[config.mk]
export PLATFORM = sky130hd
export DESIGN_NAME = dac_slew_ctrl
export DESIGN_NICKNAME = d
export VERILOG_FILES = /design/src/rtl/dac_slew_ctrl.sv
export SDC_FILE = /design/constraint.sdc
export NUM_CORES = 1
export LEC_CHECK = 0
export BUFFER_PORTS_ARGS = -buffer_cell sky130_fd_sc_hd__buf_2
export CAP_MARGIN = 40
export CORE_MARGIN = 2
export CORE_UTILIZATION = 30
export CTS_CLUSTER_DIAMETER = 80
export CTS_CLUSTER_SIZE = 28
export DETAILED_ROUTE_END_ITERATION = 10
export SETUP_SLACK_MARGIN = 0.05
export SYNTH_ARGS = -nofsm -noshare
export SYNTH_HDL_FRONTEND = slang
export SYNTH_SLANG_ARGS = --single-unit
export TNS_END_PERCENT = 30
[constraint.sdc]
create_clock -name dac_clk_1x -period 8.7 [get_ports dac_clk_1x]
set_input_delay 0.87 -clock dac_clk_1x [delete_from_list [all_inputs] [get_ports dac_clk_1x]]
set_output_delay 0.87 -clock dac_clk_1x [all_outputs]
set_load 0.01 [all_outputs]
[src/rtl/dac_slew_ctrl.sv]
// dac_slew_ctrl: two-channel DAC output sequencer in the dac_clk_1x domain.
// Holds both DAC channels at zero until the DAC clock has been locked and
// enabled for SETTLE_CYCLES cycles. Slew-limits each channel toward its target,
// and ramps both channels back to zero before returning to OFF.
//
// Ports:
//   dac_clk_1x              DAC word clock (only clock)
//   dac_rst                 synchronous active-high reset
//   dac_locked              DAC clock PLL lock
//   enable                  level request for outputs on
//   target_valid            one-cycle pulse, loads target_a/target_b
//   target_a, target_b      signed channel targets
//   step                    unsigned max change per cycle, 0 = unlimited
//   dac_dat_a_o/_b_o        registered signed channel data
//   state_o                 0=OFF 1=SETTLE 2=RUN 3=SHUTDOWN
//   at_target               RUN and both channels equal their targets
//   busy                    SETTLE/SHUTDOWN, or RUN and not at target
`timescale 1ns/1ps
module dac_slew_ctrl #(
    parameter int unsigned DW            = 14,
    parameter int unsigned SETTLE_CYCLES = 1024
) (
    input  logic                 dac_clk_1x,
    input  logic                 dac_rst,
    input  logic                 dac_locked,
    input  logic                 enable,
    input  logic                 target_valid,
    input  logic signed [DW-1:0] target_a,
    input  logic signed [DW-1:0] target_b,
    input  logic        [DW-1:0] step,
    output logic signed [DW-1:0] dac_dat_a_o,
    output logic signed [DW-1:0] dac_dat_b_o,
    output logic        [1:0]    state_o,
    output logic                 at_target,
    output logic                 busy
);

    localparam int unsigned   CW       = $clog2(SETTLE_CYCLES) + 1;
    localparam logic [CW-1:0] CNT_LAST = CW'(SETTLE_CYCLES - 1);

    typedef enum logic [1:0] {
        ST_OFF    = 2'd0,
        ST_SETTLE = 2'd1,
        ST_RUN    = 2'd2,
        ST_SHUT   = 2'd3
    } state_t;

    state_t                r_state;
    logic [CW-1:0]         r_cnt;
    logic signed [DW-1:0]  r_cur_a, r_cur_b;
    logic signed [DW-1:0]  r_tgt_a, r_tgt_b;
    logic                  r_at_target;
    logic                  r_busy;

    state_t                w_state_nxt;
    logic [CW-1:0]         w_cnt_nxt;
    logic signed [DW-1:0]  w_cur_a_nxt, w_cur_b_nxt;
    logic signed [DW-1:0]  w_tgt_a_nxt, w_tgt_b_nxt;
    logic signed [DW-1:0]  w_tgt_a_eff, w_tgt_b_eff;
    logic                  w_at_nxt;
    logic                  w_busy_nxt;

    // One slew step of cur toward tgt; the difference is taken one bit wider so
    // full-scale moves neither overflow nor overshoot.
    function automatic logic signed [DW-1:0] slew(
        input logic signed [DW-1:0] cur,
        input logic signed [DW-1:0] tgt,
        input logic        [DW-1:0] stp
    );
        logic [DW:0] cur_x;
        logic [DW:0] tgt_x;
        logic [DW:0] diff;
        logic [DW:0] mag;
        logic [DW:0] stp_x;
        logic [DW:0] moved;
        cur_x = {cur[DW-1], cur};
        tgt_x = {tgt[DW-1], tgt};
        diff  = tgt_x - cur_x;
        mag   = diff[DW] ? (~diff + (DW+1)'(1)) : diff;
        stp_x = {1'b0, stp};
        if (stp == '0 || mag <= stp_x) begin
            return tgt;
        end
        moved = diff[DW] ? (cur_x - stp_x) : (cur_x + stp_x);
        return DW'(moved);
    endfunction

    // A target arriving this cycle takes effect in this cycle's slew.
    always_comb begin
        w_tgt_a_eff = target_valid ? target_a : r_tgt_a;
        w_tgt_b_eff = target_valid ? target_b : r_tgt_b;
    end

    // Next-state, slew and status logic.
    always_comb begin
        w_state_nxt = r_state;
        w_cnt_nxt   = r_cnt;
        w_cur_a_nxt = r_cur_a;
        w_cur_b_nxt = r_cur_b;
        w_tgt_a_nxt = r_tgt_a;
        w_tgt_b_nxt = r_tgt_b;

        case (r_state)
            ST_OFF: begin
                w_cnt_nxt   = '0;
                w_cur_a_nxt = '0;
                w_cur_b_nxt = '0;
                w_tgt_a_nxt = '0;
                w_tgt_b_nxt = '0;
                if (enable && dac_locked) begin
                    w_state_nxt = ST_SETTLE;
                end
            end
            ST_SETTLE: begin
                if (!dac_locked || !enable) begin
                    w_state_nxt = ST_OFF;
                    w_cnt_nxt   = '0;
                    w_tgt_a_nxt = '0;
                    w_tgt_b_nxt = '0;
                end else begin
                    if (target_valid) begin
                        w_tgt_a_nxt = target_a;
                        w_tgt_b_nxt = target_b;
                    end
                    if (r_cnt == CNT_LAST) begin
                        w_state_nxt = ST_RUN;
                        w_cnt_nxt   = '0;
                    end else begin
                        w_cnt_nxt = r_cnt + CW'(1);
                    end
                end
            end
            ST_RUN: begin
                if (!dac_locked) begin
                    // Clock invalid: drop to zero with no ramp.
                    w_state_nxt = ST_OFF;
                    w_cur_a_nxt = '0;
                    w_cur_b_nxt = '0;
                    w_tgt_a_nxt = '0;
                    w_tgt_b_nxt = '0;
                end else if (!enable) begin
                    // Pending target is discarded on the way into shutdown.
                    w_state_nxt = ST_SHUT;
                    w_cur_a_nxt = slew(r_cur_a, r_tgt_a, step);
                    w_cur_b_nxt = slew(r_cur_b, r_tgt_b, step);
                    w_tgt_a_nxt = '0;
                    w_tgt_b_nxt = '0;
                end else begin
                    w_tgt_a_nxt = w_tgt_a_eff;
                    w_tgt_b_nxt = w_tgt_b_eff;
                    w_cur_a_nxt = slew(r_cur_a, w_tgt_a_eff, step);
                    w_cur_b_nxt = slew(r_cur_b, w_tgt_b_eff, step);
                end
            end
            ST_SHUT: begin
                if (!dac_locked) begin
                    w_state_nxt = ST_OFF;
                    w_cur_a_nxt = '0;
                    w_cur_b_nxt = '0;
                end else if (r_cur_a == '0 && r_cur_b == '0) begin
                    w_state_nxt = ST_OFF;
                end else begin
                    w_cur_a_nxt = slew(r_cur_a, '0, step);
                    w_cur_b_nxt = slew(r_cur_b, '0, step);
                end
                w_tgt_a_nxt = '0;
                w_tgt_b_nxt = '0;
            end
            default: begin
                w_state_nxt = ST_OFF;
                w_cnt_nxt   = '0;
                w_cur_a_nxt = '0;
                w_cur_b_nxt = '0;
                w_tgt_a_nxt = '0;
                w_tgt_b_nxt = '0;
            end
        endcase

        // Status is computed from next-cycle values so it lines up with the outputs.
        w_at_nxt   = (w_state_nxt == ST_RUN) &&
                     (w_cur_a_nxt == w_tgt_a_nxt) && (w_cur_b_nxt == w_tgt_b_nxt);
        w_busy_nxt = (w_state_nxt == ST_SETTLE) || (w_state_nxt == ST_SHUT) ||
                     ((w_state_nxt == ST_RUN) && !w_at_nxt);
    end

    // State and datapath registers.
    always_ff @(posedge dac_clk_1x) begin
        if (dac_rst) begin
            r_state     <= ST_OFF;
            r_cnt       <= '0;
            r_cur_a     <= '0;
            r_cur_b     <= '0;
            r_tgt_a     <= '0;
            r_tgt_b     <= '0;
            r_at_target <= 1'b0;
            r_busy      <= 1'b0;
        end else begin
            r_state     <= w_state_nxt;
            r_cnt       <= w_cnt_nxt;
            r_cur_a     <= w_cur_a_nxt;
            r_cur_b     <= w_cur_b_nxt;
            r_tgt_a     <= w_tgt_a_nxt;
            r_tgt_b     <= w_tgt_b_nxt;
            r_at_target <= w_at_nxt;
            r_busy      <= w_busy_nxt;
        end
    end

    assign dac_dat_a_o = r_cur_a;
    assign dac_dat_b_o = r_cur_b;
    assign state_o     = r_state;
    assign at_target   = r_at_target;
    assign busy        = r_busy;

endmodule

# After elaboration in Yosys (flattened, before gate mapping)
# Cells that the tools add are included.
# Widths: inputs -> output; s select.
# classes
add_sub_neg	17
mul	0
div	0
magnitude_cmp	6
n_eq_ne	9
n_shift	0
muxes	79
bitwise	6
reduce_logical	23
# ops
cell	count
$mux 14	34
$pmux 14 s3	4
$add 15x1->15 const B	6
$le 15x14->1	6
$mux 15	6
$not 15->15	6
$sub 14x14->15	4
$logic_not 14->1	3
$sub 1x14->15 const A	2
$add 14x14->14	2
$eq 14x14->1	2
$sub 14x14->14	2
$mux 1	24
$mux 11	2
$pmux 11 s2	1
$mux 2	7
$add 11x1->11 const B	1
$eq 11x10->1 const B	1
$logic_or 1x1->1	9
$eq 2x2->1 const B	4
$pmux 2 s4	1
$logic_and 1x1->1	5
$eq 2x1->1 const B	2
$logic_not 1->1	3
3 further kinds	3
# word_totals
reg_bits	71
latchBits	0
ram_bits	0
rom_bits	0
inputBits	47
memories	0

# Depth between registers and ports, before layout
# Gate-level depths: netlist (run 1).
# logic_depth
word_depth	21
mapped_depth	30
depth_no_buf	29

# Least setup slack after synthesis (run 1)
# Ideal clock, no wire load.
# synth_timing
kind	input -> register
from	input port target_valid
to	register r_at_target, in the netlist at_target
arrival_ps	7833
required_time_ps	8640
path_slack_ps	807
cell_stages	28
n_path_buf	5
cell_sequence	clkbuf_1 clkbuf_1 buf_1 mux2i_1 ha_1 inv_1 fa_1 a21oi_1 o22ai_1 a221oi_2 a21o_1 clkbuf_1 clkbuf_1 o21ai_0 ha_1 nor2b_1 o21ai_0 a21oi_1 o31a_1 o211ai_1 nand3_1 o221a_1 o21ai_0 mux2_2 or4b_1 nor4_1 and3_1 and3b_1
# synth_via
elab_chain_cells	18
# synth_rtl
item	line_no	rtl
start, declared	27	input logic target_valid,
$mux 14	90, 121	
$sub 14x14->15	78	diff = tgt_x - cur_x;
$not 15->15	79	mag = diff[DW] ? (~diff + (DW+1)'(1)) : diff;
$add 15x1->15	79	
$mux 15	79	
$le 15x14->1	81	if (stp == '0 || mag <= stp_x) begin
$logic_or 1x1->1	81	
$mux 1	81	
[... 2 more ...]	-	
$mux 1	103	case (r_state)
$mux 14	84	moved = diff[DW] ? (cur_x - stp_x) : (cur_x + stp_x);
$mux 14	141	end else if (!enable) begin
$mux 14	134	if (!dac_locked) begin
$pmux 14 s3	103	
$eq 14x14->1	181	(w_cur_a_nxt == w_tgt_a_nxt) && (w_cur_b_nxt == w_tgt_b_nxt);
$logic_and 1x1->1	180	w_at_nxt = (w_state_nxt == ST_RUN) &&
$logic_and 1x1->1 *	181	
end signal, assigned	204	r_at_target <= w_at_nxt;
end, declared	52	logic r_at_target;
# Every way passes the cells marked *; elsewhere a longest branch is shown, timed or not. The select of a mux whose other input is x is not followed.
# A chain may end at the register's enable or synchronous reset.

# Worst setup path in the final report (run 1)
# layout_timing
from	input port target_valid
to	register r_busy, in the netlist busy
# layout_via
elab_chain_cells	21
# layout_rtl
item	line_no	rtl
$mux 14	90, 121	
$sub 14x14->15	78	
$not 15->15	79	
$add 15x1->15	79	
$mux 15	79	
$le 15x14->1	81	
$logic_or 1x1->1	81	
$mux 1	81	
[... 5 more ...]	-	
$mux 14	134	
$pmux 14 s3	103	
$eq 14x14->1	181	
$logic_and 1x1->1	180	
$logic_and 1x1->1 *	181	
$logic_not 1->1 *	183	((w_state_nxt == ST_RUN) && !w_at_nxt);
$logic_and 1x1->1 *	183	
$logic_or 1x1->1 *	182	w_busy_nxt = (w_state_nxt == ST_SETTLE) || (w_state_nxt == ST_SHUT) ||
end signal, assigned	205	r_busy <= w_busy_nxt;
end, declared	53	logic r_busy;
# Marks and branches as above.

==> reports/metrics.cfg, run 1 <==
[floorplan]
die-area_um2 = 53000
die_w_um = 230
fp.dieH_um = 230
rows = 82
coreArea_um2 = 50400
start_util_pct = 30.5
io_pins = 79

[clocking]
cts_setup_buffers = 0
clockBufferDepth = 2
insertion_delay_ns = 0.37
cts_resized = 0
path_clk_slew_ns = 0.07
cts-root-buf = clkbuf_16
cts_tree = yes
clock_sinks = 71
cts_made_buffers = 9
cts_htree_levels = 3
cts_hold_buf = 0

[place]
place_hpwl_mm = 56.2
place_congestion = 1.00
io_buffers = 78

[timing]
finalSetupViolCount = 0
rsz0062_at_grt = false
max_freq_mhz = 125
fin_crit_sh_pct = 91.8
slew_violations = 0
period_needed_ns = 7.99
worst_pin_slew_ns = 0.918
relSlewSlack_pct = 38.7
hold_viol = 0
setup-tns-final_ns = 0
clock_skew_ns = 0.0179

[yosys]
synth_xor_area_share_pct = 10.8
synth_cells = 2138
synth_mux_area_share_pct = 5.87
synth_compound_area_share_pct = 27.5
yosysMostFrequentCell = nor2_1
synthSimpleGateAreaFrac_pct = 24.0
async_flop_share_pct = 0
yosys.area.top_type = ha_1
syn_nets = 2391
syn_area_um2 = 15300
ys_ff_latch = 71
synth.distinct_cells = 107
synth-main-ff-cell = dfxtp_1
yosysTopAreaCellShare_pct = 16.1
synth_edf_count = 0
syn_avg_cell_area_um2 = 7.18
synth_fa_ha_area_share_pct = 17.2
ys_warn_count = 0
synth_top_family_by_area = compound AO/OA/AOI/OAI gates
synth_common_cells = nor2_1, ha_1, nand2_1
synthTopCellsByArea = ha_1, dfxtp_1, xnor2_1
ys_seq_area_share_pct = 9.26

[setup_path]
path_depth = 28
r2r_slack_ns = 1.22
path_class = input pin to register
cp_slowest_cell = a211oi_1
worstPathMaxFanout = 12
path_buf_inv = 4
timing.rr.end = busy$_SDFF_PP0_
start_kind = input pin
endpoint_kind = register
critPathLaunch = target_valid
max_stage_delay_ns = 0.62
reg2reg_depth = 24
critPathCapture = busy$_SDFF_PP0_
crit_arrival_ns = 8.21
r2r-start = dac_dat_b_o[3]$_SDFF_PP0_
path_delay_family = simple AND/OR/NAND/NOR gates
crit_required_ns = 8.92

[drt]
drt_pre_antenna_iters = 7
drt_iter0_drc = 1659
wire_per_inst_um = 24.8
antenna_left = 0
finalWirelength_mm = 71.1
vias = 17400
drc = 0
drt-vias-per-instance = 6.07

[global_route]
gr-usage-met1_pct = 33.5
grtUsageMet2_pct = 42.0
grt_pass1_vias = 16400
met3_usage_pct = 3.57
grt_overflow_total = 0
antenna_found_initial = 3
grt_max_degree = 38
grt_pass1_wl_mm = 104
grt_usage_pct = 25.9
grt-busiest-layer = met2

[power]
finalPower_w = 0.00170
p_leak_nw = 7.52
powerDensity_nw_per_um2 = 99.8
worst_ir_drop_vdd_mv = 0.101

[final_layout]
syn2layout_area_growth_pct = 11.2
drive_gt1_share_pct = 9.47
num-fill-cells = 5362
final_core_util_pct = 33.9
nNetsFinal = 2444

[worst_hold_path]
worst_hold_path_type = register to register
min_from = r_cnt[10]$_SDFFE_PP0P_

[status]
status = finished clean

[job]
maxCapViolCount = 0

[cells in the final DEF (no fill, tap or decap), drive strengths merged, types with 12 or more instances in the layout]
| cell type | n |
|---|---|
| nor4 | 22 |
| o211ai | 22 |
| nor3 | 45 |
| mux2i | 72 |
| buf | 130 |
| inv | 115 |
| a21o | 40 |
| o21a | 21 |
| xnor2 | 137 |
| or2 | 12 |
| a221oi | 15 |
| nor2 | 230 |
| nand2b | 26 |
| xor2 | 53 |
| o21ai | 143 |
| nor2b | 36 |
| nand4 | 22 |
| ha | 198 |
| a22oi | 12 |
| a31oi | 35 |
| a211oi | 34 |
| o21bai | 13 |
| dfxtp | 71 |
| or3 | 23 |
| and2 | 13 |
| mux2 | 16 |
| a21oi | 153 |
| o22ai | 15 |
| nand2 | 178 |
| o31ai | 15 |
| nand3 | 67 |
| and3 | 28 |
[flip-flops by register name (all words and copies together), names as in the netlist]
| name | cells |
|---|---|
| at_target | 1 |
| busy | 1 |
| dac_dat_a_o | 14 |
| dac_dat_b_o | 14 |
| r_cnt | 11 |
| r_tgt_a | 14 |
| r_tgt_b | 14 |
| state_o | 2 |
[cell families after synthesis]
logic type | count (synthesis)
XOR/XNOR | 190
AND/OR/NAND/NOR | 747
flip-flops | 71
adder cells (fa/ha/maj) | 206
AO/OA/AOI/OAI | 632
multiplexers | 88
buffers and inverters | 204
[per-layer routing]
layer	up-vias	wire, µm
met5	-	0
met4	0	3850
met3	177	5300
met2	829	32000
met1	8432	29900
li1	7976	-
[through the flow]
step | hold slack, ns | cells | cell area (µm²) | setup slack [ns]
final | 0.478 | 2869 | 17100 | 0.714
after global routing | 0.493 | 2869 | 17100 | 0.413
after CTS | 0.481 | 2868 | 17100 | 0.947
after detailed placement | 0.471 | 2852 | 16700 | 0.597
after global placement | 0.464 | 2840 | 16500 | 0.721
after floorplan | 0.457 | 2138 | 15300 | 0.807
[worst min path at each step]
stage / end / slack, ns / cells past startpoint
after floorplan: r_cnt[10]$_SDFFE_PP0P_ / 0.46 / 1
after global placement: r_cnt[10]$_SDFFE_PP0P_ / 0.46 / 1
after detailed placement: r_cnt[10]$_SDFFE_PP0P_ / 0.47 / 1
after CTS: r_cnt[10]$_SDFFE_PP0P_ / 0.48 / 1
after global routing: r_cnt[10]$_SDFFE_PP0P_ / 0.49 / 1
final: r_cnt[10]$_SDFFE_PP0P_ / 0.48 / 1
[worst register-to-register path: stages (launching register included)]
cell and delay [ns]:
dfxtp_1 0.60, clkinv_1 0.49, ha_1 0.53, and3_1 0.19
a221oi_2 0.12, or2_2 0.34, a31oi_2 0.55, buf_4 0.41
nor2_1 0.11, xor2_1 0.18, ha_1 0.31, and4_1 0.18
nand3_1 0.10, a21oi_1 0.13, a2111oi_0 0.10, nor2_1 0.55
o21ai_0 0.25, buf_4 0.26, a2111oi_0 0.56, a211o_1 0.19
o221ai_1 0.13, nor4b_1 0.48, and4b_1 0.31, and3_1 0.19
a21oi_1 0.07
[cell type report]
| class | count | area (µm²) | area share, % |
|---|---|---|---|
| multi-input cells | 1863 | 13100 | 76.9 |
| well taps | 672 | 841 | 4.93 |
| diodes | 1 | 2.50 | 0.0147 |
| clock inverters | 6 | 93.8 | 0.550 |
| repair buffers | 130 | 921 | 5.39 |
| inverters | 116 | 435 | 2.55 |
| clock buffers | 10 | 229 | 1.34 |
| flip-flops and latches | 71 | 1420 | 8.33 |
[where the power goes]
part / switching [W] / internal (W)
Sequential: 0.00000600 / 0.000327
Clock: 0.000181 / 0.000254
Combinational: 0.000587 / 0.000349
Power figures use the tool's default switching activity.
==> inputs of run 2 (changes only) <==
--- a/config.mk
+++ b/config.mk
@@ -12,6 +12,7 @@
 export CTS_CLUSTER_DIAMETER = 80
 export CTS_CLUSTER_SIZE = 28
 export DETAILED_ROUTE_END_ITERATION = 10
+export REMOVE_ABC_BUFFERS = 1
 export SETUP_SLACK_MARGIN = 0.05
 export SYNTH_ARGS = -nofsm -noshare
 export SYNTH_HDL_FRONTEND = slang
==> run 2 against run 1 <==
  * Sequential power about the same
  * Worst hold slack better by 0.0080 ns
  * Via count is 0.75% lower
  * Count of clock-buffer cells in the layout stayed put
  * Largest power group unchanged
  * Critical path depth unchanged
  * Largest cell class unchanged
  * Cell count up 0.21%
==> reports/metrics.cfg, run 2 (synthesis results as in run 1) <==
[status]
status = finished clean

[timing]
setup-tns-final_ns = 0
clock_skew_ns = 0.0109
worst_pin_slew_ns = 1.03
finalSetupViolCount = 0
hold_viol = 0
period_needed_ns = 7.92
max_freq_mhz = 126
setup_ws_ns = 0.776
slew_violations = 0
rsz0062_at_grt = false
relSlewSlack_pct = 31.0
fin_crit_sh_pct = 91.1

[setup_path]
cp_slowest_cell = mux2i_1
start_kind = input pin
path_class = input pin to register
max_stage_delay_ns = 0.60
reg2reg_depth = 27
endpoint_kind = register
timing.rr.end = busy$_SDFF_PP0_
crit_required_ns = 8.95
crit_arrival_ns = 8.18
r2r_slack_ns = 1.16
r2r-start = dac_dat_a_o[0]$_SDFF_PP0_
worstPathMaxFanout = 10

[drt]
antenna_left = 0
finalWirelength_mm = 71.0
wire_per_inst_um = 24.7
drt_pre_antenna_iters = 6
vias = 17300
drc = 0
dr.max_layer_used = met5
drt-vias-per-instance = 6.01
drt_iter0_drc = 1737
dr_wl_met3_mm = 5.64
wl_met1_mm = 29.9
met2_wirelength_mm = 31.7

[final_layout]
finalNonFillerCells = 2875
final_cell_mix = nor2_1, ha_1, nand2_1
num-fill-cells = 5497
final_core_util_pct = 33.8
mostFrequentLayoutCell = nor2_1
drive_gt1_share_pct = 9.85
syn2layout_area_growth_pct = 10.8
nNetsFinal = 2451
n_antenna_cell = 0

[floorplan]
io_pins = 79
rows = 82
die_w_um = 230
die-area_um2 = 53000
coreArea_um2 = 50400
fp.dieH_um = 230
start_util_pct = 30.5

[clocking]
cts_setup_buffers = 0
cts_htree_levels = 3
cts_hold_buf = 0
cts_resized = 0
clockBufferDepth = 2
cts-root-buf = clkbuf_16
clock_sinks = 71
cts_tree = yes
cts_made_buffers = 9
path_clk_slew_ns = 0.07
insertion_delay_ns = 0.36

[power]
powerDensity_nw_per_um2 = 98.2
p_leak_nw = 7.51
finalPower_w = 0.00167
worst_ir_drop_vdd_mv = 0.0824

[global_route]
grt_pass1_wl_mm = 105
grt_overflow_total = 0
antenna_found_initial = 1
grt_pass1_vias = 16500
grt_usage_pct = 26.0
grt_max_degree = 38

[worst_hold_path]
hold-path-endpoint = r_cnt[10]$_SDFFE_PP0P_
worst_hold_path_type = register to register
min_path_cells = 1
min_from = r_cnt[10]$_SDFFE_PP0P_

[place]
place_inst = 2859
place_hpwl_mm = 56.7
io_buffers = 78
place_ws_ns = 0.548
place_congestion = 1.01

[job]
maxCapViolCount = 0

-- run 2: cell types whose count changed in the layout (fill, tap and decap cells not counted), sizes merged --
cell | previous run | this run
clkinv | 4 | 5
diode | 1 | 0
inv | 115 | 114
buf | 130 | 137
bufinv | 2 | 1
clkinvlp | 1 | 2
-- run 2: worst max-delay path by stage --
stage | from | to | slack [ns] | depth (start not counted)
detailed placement | target_valid | at_target$_SDFF_PP0_ | 0.55 | 28
finish | target_valid | at_target$_SDFF_PP0_ | 0.78 | 28
CTS | target_valid | at_target$_SDFF_PP0_ | 0.90 | 28
global route | target_valid | busy$_SDFF_PP0_ | 0.15 | 25
global placement | target_valid | at_target$_SDFF_PP0_ | 0.46 | 25
floorplan | dac_dat_b_o[3]$_SDFF_PP0_ | at_target$_SDFF_PP0_ | 1.14 | 22
-- run 2: critical path: cells and delay by family --
family	cells	cell delay, ns
AND/OR/NAND/NOR	9	2.32
adder cells (fa/ha/maj)	3	0.99
buffers and inverters	3	0.53
AO/OA/AOI/OAI	9	2.22
XOR/XNOR	2	0.39
multiplexers	2	0.85
-- run 2: area by class of cell --
cell class                 instances  area, µm²  share of cell area [%]
clock buffer                      10        239                    1.41
timing repair buffer             137        868                    5.11
multi-input combinational       1863      13100                    77.3
inverter                         116        435                    2.56
sequential                        71       1420                    8.36
clock inverter                     6       60.1                   0.353
tap                              672        841                    4.94
-- run 2: per-stage QoR --
stage               instance area (µm²)  hold slack (ns)
floorplan                         15000            0.455
global placement                  16600            0.469
detailed placement                16700            0.476
CTS                               17000            0.487
global route                      17000            0.500
finish                            17000            0.486
-- run 2: power by group --
part           leakage [nW]  switching [W]  internal, W
registers             0.572     0.00000602     0.000327
logic                  6.79       0.000586     0.000347
clock network         0.144       0.000175     0.000229
-- run 2: metal layers --
metal,vias to the layer above,global-route usage [%]
met2,817,42.0
met1,8282,33.5
met5,-,0
met3,184,3.98
li1,7998,-
met4,2,13.3
